File: config.mk
export PLATFORM = sky130hd
export DESIGN_NAME = seq_mag_comparator
export DESIGN_NICKNAME = d
export VERILOG_FILES = /design/src/rtl/seq_mag_comparator_pkg.sv /design/src/rtl/seq_mag_comparator_digit_cmp.sv /design/src/rtl/seq_mag_comparator.sv
export SDC_FILE = /design/constraint.sdc
export NUM_CORES = 1
export LEC_CHECK = 0
export ABC_AREA = 0
export BUFFER_PORTS_ARGS = -buffer_cell sky130_fd_sc_hd__buf_2
export CAP_MARGIN = 10
export CORE_UTILIZATION = 35
export CTS_CLUSTER_SIZE = 12
export DETAILED_ROUTE_END_ITERATION = 6
export GPL_TIMING_DRIVEN = 0
export PLACE_DENSITY = 0.56
export SLEW_MARGIN = 20
export SYNTH_ARGS = -nofsm -noshare
export SYNTH_HDL_FRONTEND = slang
export SYNTH_HIERARCHICAL = 1
export SYNTH_SLANG_ARGS = --single-unit
File: constraint.sdc
create_clock -name clk -period 4.3 [get_ports clk]
set_input_delay 0.86 -clock clk [delete_from_list [all_inputs] [get_ports clk]]
set_output_delay 0.86 -clock clk [all_outputs]
set_load 0.01 [all_outputs]
File: src/rtl/seq_mag_comparator_pkg.sv
// Shared types and elaboration helpers for the digit-serial magnitude comparator.
package seq_mag_comparator_pkg;

   typedef enum logic [1:0] {
      ST_IDLE = 2'd0,
      ST_RUN  = 2'd1,
      ST_DONE = 2'd2
   } state_t;

   // Bits needed to index `value` items; never less than one so a single digit still gets a register.
   function automatic int clog2_min1(input int value);
      int r;
      r = 0;
      while ((1 << r) < value) r++;
      return (r < 1) ? 1 : r;
   endfunction

   function automatic int num_digits(input int width, input int digit);
      return (width + digit - 1) / digit;
   endfunction

endpackage

File: src/rtl/seq_mag_comparator_digit_cmp.sv
// Combinational DIGIT-bit magnitude comparator with one-hot gt/eq/lt.
// It widens the original 2-bit A>B / A=B / A<B equations to any digit width.
module digit_cmp #(
   parameter int DIGIT = 4
) (
   input  logic [DIGIT-1:0] da,
   input  logic [DIGIT-1:0] db,
   output logic             dgt,
   output logic             deq,
   output logic             dlt
);

   logic higher_eq;

   always_comb begin
      // NOTE: every variable gets a value before the loop, so no path leaves one unassigned and no latch is inferred.
      dgt       = 1'b0;
      higher_eq = 1'b1;
      for (int i = DIGIT - 1; i >= 0; i--) begin
         dgt       = dgt | (higher_eq & da[i] & ~db[i]);
         higher_eq = higher_eq & ~(da[i] ^ db[i]);
      end
      deq = higher_eq;
      dlt = ~dgt & ~higher_eq;
   end

endmodule

File: src/rtl/seq_mag_comparator.sv
// Multi-cycle MSB-first magnitude comparator: DIGIT bits per cycle, unsigned or
// two's-complement, valid/ready on both sides, optional early exit on first differing digit.
module seq_mag_comparator
   import seq_mag_comparator_pkg::*;
#(
   parameter int WIDTH       = 16,
   parameter int DIGIT       = 4,
   parameter int SIGNED_MODE = 0,
   parameter int EARLY_EXIT  = 1
) (
   input  logic             clk,
   input  logic             rst_n,
   input  logic             in_valid,
   output logic             in_ready,
   input  logic [WIDTH-1:0] a,
   input  logic [WIDTH-1:0] b,
   output logic             out_valid,
   input  logic             out_ready,
   output logic             gt,
   output logic             eq,
   output logic             lt,
   output logic             busy
);

   localparam int NUM_DIGITS = num_digits(WIDTH, DIGIT);
   localparam int EXT_W      = NUM_DIGITS * DIGIT;
   localparam int IDX_W      = clog2_min1(NUM_DIGITS);
   localparam logic [IDX_W-1:0] LAST_IDX = IDX_W'(NUM_DIGITS - 1);
   // Flipping the sign bit maps two's-complement order onto unsigned order.
   localparam logic [WIDTH-1:0] SIGN_FLIP =
      (SIGNED_MODE != 0) ? {1'b1, {(WIDTH-1){1'b0}}} : '0;

   state_t           state, state_nxt;
   logic [EXT_W-1:0] a_q, b_q;
   logic [IDX_W-1:0] idx_q;
   logic             found_q;
   logic             gt_q, eq_q, lt_q;
   logic [DIGIT-1:0] a_dig, b_dig;
   logic             dig_gt, dig_eq, dig_lt;
   logic             capture;

   assign a_dig = a_q[idx_q*DIGIT +: DIGIT];
   assign b_dig = b_q[idx_q*DIGIT +: DIGIT];

   digit_cmp #(.DIGIT(DIGIT)) u_digit_cmp (
      .da  (a_dig),
      .db  (b_dig),
      .dgt (dig_gt),
      .deq (dig_eq),
      .dlt (dig_lt)
   );

   assign capture = (state == ST_IDLE) && in_valid;

   always_ff @(posedge clk) begin
      // NOTE: sequential state uses non-blocking assignments so every register samples pre-edge values.
      if (!rst_n) state <= ST_IDLE;
      else        state <= state_nxt;
   end

   always_comb begin
      state_nxt = state;
      in_ready  = 1'b0;
      out_valid = 1'b0;
      busy      = 1'b0;
      case (state)
         ST_IDLE: begin
            in_ready = 1'b1;
            if (in_valid) state_nxt = ST_RUN;
         end
         ST_RUN: begin
            busy = 1'b1;
            if (idx_q == '0)                        state_nxt = ST_DONE;
            else if ((EARLY_EXIT != 0) && !dig_eq) state_nxt = ST_DONE;
         end
         ST_DONE: begin
            out_valid = 1'b1;
            if (out_ready) state_nxt = ST_IDLE;
         end
         default: state_nxt = ST_IDLE;
      endcase
   end

   // NOTE: operand registers carry no reset; they are always written at capture before anything reads them.
   always_ff @(posedge clk) begin
      if (capture) begin
         a_q <= EXT_W'(a ^ SIGN_FLIP);
         b_q <= EXT_W'(b ^ SIGN_FLIP);
      end
   end

   always_ff @(posedge clk) begin
      if (!rst_n) begin
         idx_q   <= '0;
         found_q <= 1'b0;
         gt_q    <= 1'b0;
         eq_q    <= 1'b0;
         lt_q    <= 1'b0;
      end else if (capture) begin
         idx_q   <= LAST_IDX;
         found_q <= 1'b0;
      end else if (state == ST_RUN) begin
         // Only the most significant differing digit decides; later digits are scanned but ignored.
         if (!found_q && !dig_eq) begin
            gt_q    <= dig_gt;
            eq_q    <= 1'b0;
            lt_q    <= dig_lt;
            found_q <= 1'b1;
         end else if (!found_q && (idx_q == '0)) begin
            gt_q <= 1'b0;
            eq_q <= 1'b1;
            lt_q <= 1'b0;
         end
         if (idx_q != '0) idx_q <= idx_q - 1'b1;
      end
   end

   assign gt = gt_q;
   assign eq = eq_q;
   assign lt = lt_q;

endmodule

==> metrics <==
ANT cells 0; Min-Delay Path Depth 2; Max-cap violations 0; top_reg_cell synth edfxtp_1; Worst-Margin Slew 395 ps; Synth Warn # 6; f_max around 380 MHz; initial antenna violation count 0; global route overflow 0; CTS sink cnt 40; final hold slack 481 ps; Final Hold Fails 0; drt first pass iters 6; num rows 24; startpoint types register; fin. max-slew vios 0; total track usage 0.131; clk buf depth 2; element type at the critical path end register; Gate Count Post-Synth 106; Die Wd 71.1 µm; iteration-0 DRC count of the detailed router 37; Synth top cells by count edfxtp_1, dfxtp_1, mux4_2; via-per-instance ratio 4.84; critical path arrival 2850 ps; Syn Area/Cell 15.8 µm²; Yosys reg bits 40; final setup TNS 0 ps; number of distinct library cells after synthesis 31; DR DRC count 0; count leader, synth edfxtp_1; WL final 2840 µm; die height 71.1 µm; TritonCTS clock tree built; ratio of cells with drive above 1 in the final layout 0.439; crit path max fanout 10; number of I/O port buffers 40; R2R cell count 8; pin count of the biggest net entering global routing 14; vias after detailed routing ~1000; Mapped Area 1670 µm²; status finished clean; async set-reset flop share out of synthesis 0; Clock Pin Slew Worst Setup and Hold Paths 80 ps; initial core utilization 0.374; vias in the first global route 1086; number of post-CTS setup repair buffers 0; Critical path origin idx_q[0]$_SDFFE_PN0P_; Die Footprint 5060 µm²; Hold Buf Count CTS 0; worst reg2reg startpoint idx_q[0]$_SDFFE_PN0P_; H-tree depth 2; R2R setup slack approximately 1700 ps; reg2reg end state[0]$_SDFFE_PN0P_; final worst path period need around 2600 ps; ranking of synthesized cells by area edfxtp_1, mux4_2, dfxtp_1, inv_1, ha_1; CTS Root Buffer Type clkbuf_8; VDD IR max 0.227 mV; Yosys top cell area share 0.574; routed len/inst 13.6 µm; Leakage 0.813 nW; fin crit share 0.611; nets@finish 194; io pins 42; number of synthesized flops with an enable pin 32; Final GP Congestion 0.718; Area Growth Syn to Fin 24.2%; fin cells approximately 210; Clk Latency, worst-skew pair approximately 290 ps; syn_nets 144; Critical Path End state[0]$_SDFFE_PN0P_; cts bufs inserted 5; CP required around 4500 ps; Worst Skew 9.41 ps; Final Setup Violations 0; Antenna Violating Nets Remaining 0; post-cts repair resize count 0; pwr dens 449 nW/µm²; critical path class register to register; Fill cells 418; DP HPWL 2090 µm; Max transition margin 0.736; register area share after synthesis 0.670; placed cells between 200 and 250; RSZ-0062 raised after global routing false; global-route wire length before repair 4940 µm; Core Region about 4500 µm²; hold crit path type register to register; post-synth top area cell edfxtp_1
==> report_power, final <==
part | switching (mW) | internal, mW
sequential | 0.00952 | 0.454
combinational | 0.0815 | 0.0835
clock | 0.132 | 0.172
total | 0.223 | 0.709
==> per-stage QoR <==
step                area (µm²)  power, mW  setup slack [ps]  utilization
floorplan                 1670      0.589               735            -
global placement          1940      0.631              -154        0.433
detailed placement        1970      0.640              1650        0.439
CTS                       2080      0.944              1620        0.464
global route              2080      0.982              1390        0.464
finish                    2080      0.932              1670        0.464
==> layout make-up <==
class,instances,area [µm²],area share
sequential,40,1120,0.540
tap,52,65.1,0.0313
inverter,7,26.3,0.0127
clock inverter,3,42.5,0.0205
multi-input combinational,54,498,0.240
timing repair buffer,43,223,0.107
clock buffer,5,68.8,0.0331
buffer,5,32.5,0.0157
==> cell usage in the layout (no fill, tap or decap), types with 2 or more instances in the layout <==
cell type  instances
buf_2             42
edfxtp_1          32
mux4_2             8
dfxtp_1            8
inv_1              7
nor2_1             5
nand2_1            5
clkbuf_8           5
buf_4              4
nand2b_1           4
nor2b_1            4
nor3b_1            3
a21oi_1            2
o221a_2            2
o21ai_0            2
o22ai_1            2
o21a_1             2
ha_1               2
==> sequential cells by signal, summed over array words and instances, names as in the netlist <==
register,count
a_q,16
b_q,16
idx_q,2
state,2
eq,1
found_q,1
gt,1
lt,1
==> worst max-delay path: stages, from the launching register on <==
cell	delay [ps]
dfxtp_1	360
buf_4	230
mux4_2	530
ha_1	340
nand4_1	140
nor3b_1	390
nor2b_1	270
mux2i_1	100
nor3b_1	170
==> routing by layer <==
| metal | GRT usage | vias to the layer above | wire, µm |
|---|---|---|---|
| met4 | 0.0600 | 0 | 61 |
| li1 | - | 501 | - |
| met5 | 0 | - | 0 |
| met3 | 0.0470 | 9 | 163 |
| met2 | 0.209 | 34 | 1370 |
| met1 | 0.159 | 467 | 1240 |
==> worst min-delay path by stage <==
stage               startpoint         endpoint
6_report       gt$_SDFFE_PN0P_  gt$_SDFFE_PN0P_
3_3_place_gp   lt$_SDFFE_PN0P_  lt$_SDFFE_PN0P_
2_1_floorplan  gt$_SDFFE_PN0P_  gt$_SDFFE_PN0P_
3_5_place_dp   gt$_SDFFE_PN0P_  gt$_SDFFE_PN0P_
4_1_cts        gt$_SDFFE_PN0P_  gt$_SDFFE_PN0P_
5_1_grt        gt$_SDFFE_PN0P_  gt$_SDFFE_PN0P_
==> kinds of logic (layout without fill, tap and decap cells) <==
family                     count (synthesis)  count (layout)  synth area share
DFF                                       40              40             0.670
muxes                                      9               9             0.114
xor gates and xnor gates                   1               1           0.00524
buffers and inverters                     12              63            0.0352
AOI/OAI and AO/OA                         15              15            0.0666
adders and majority gates                  2               2            0.0150
and+or+nand+nor                           27              27            0.0942
Power figures use the tool's default switching activity.
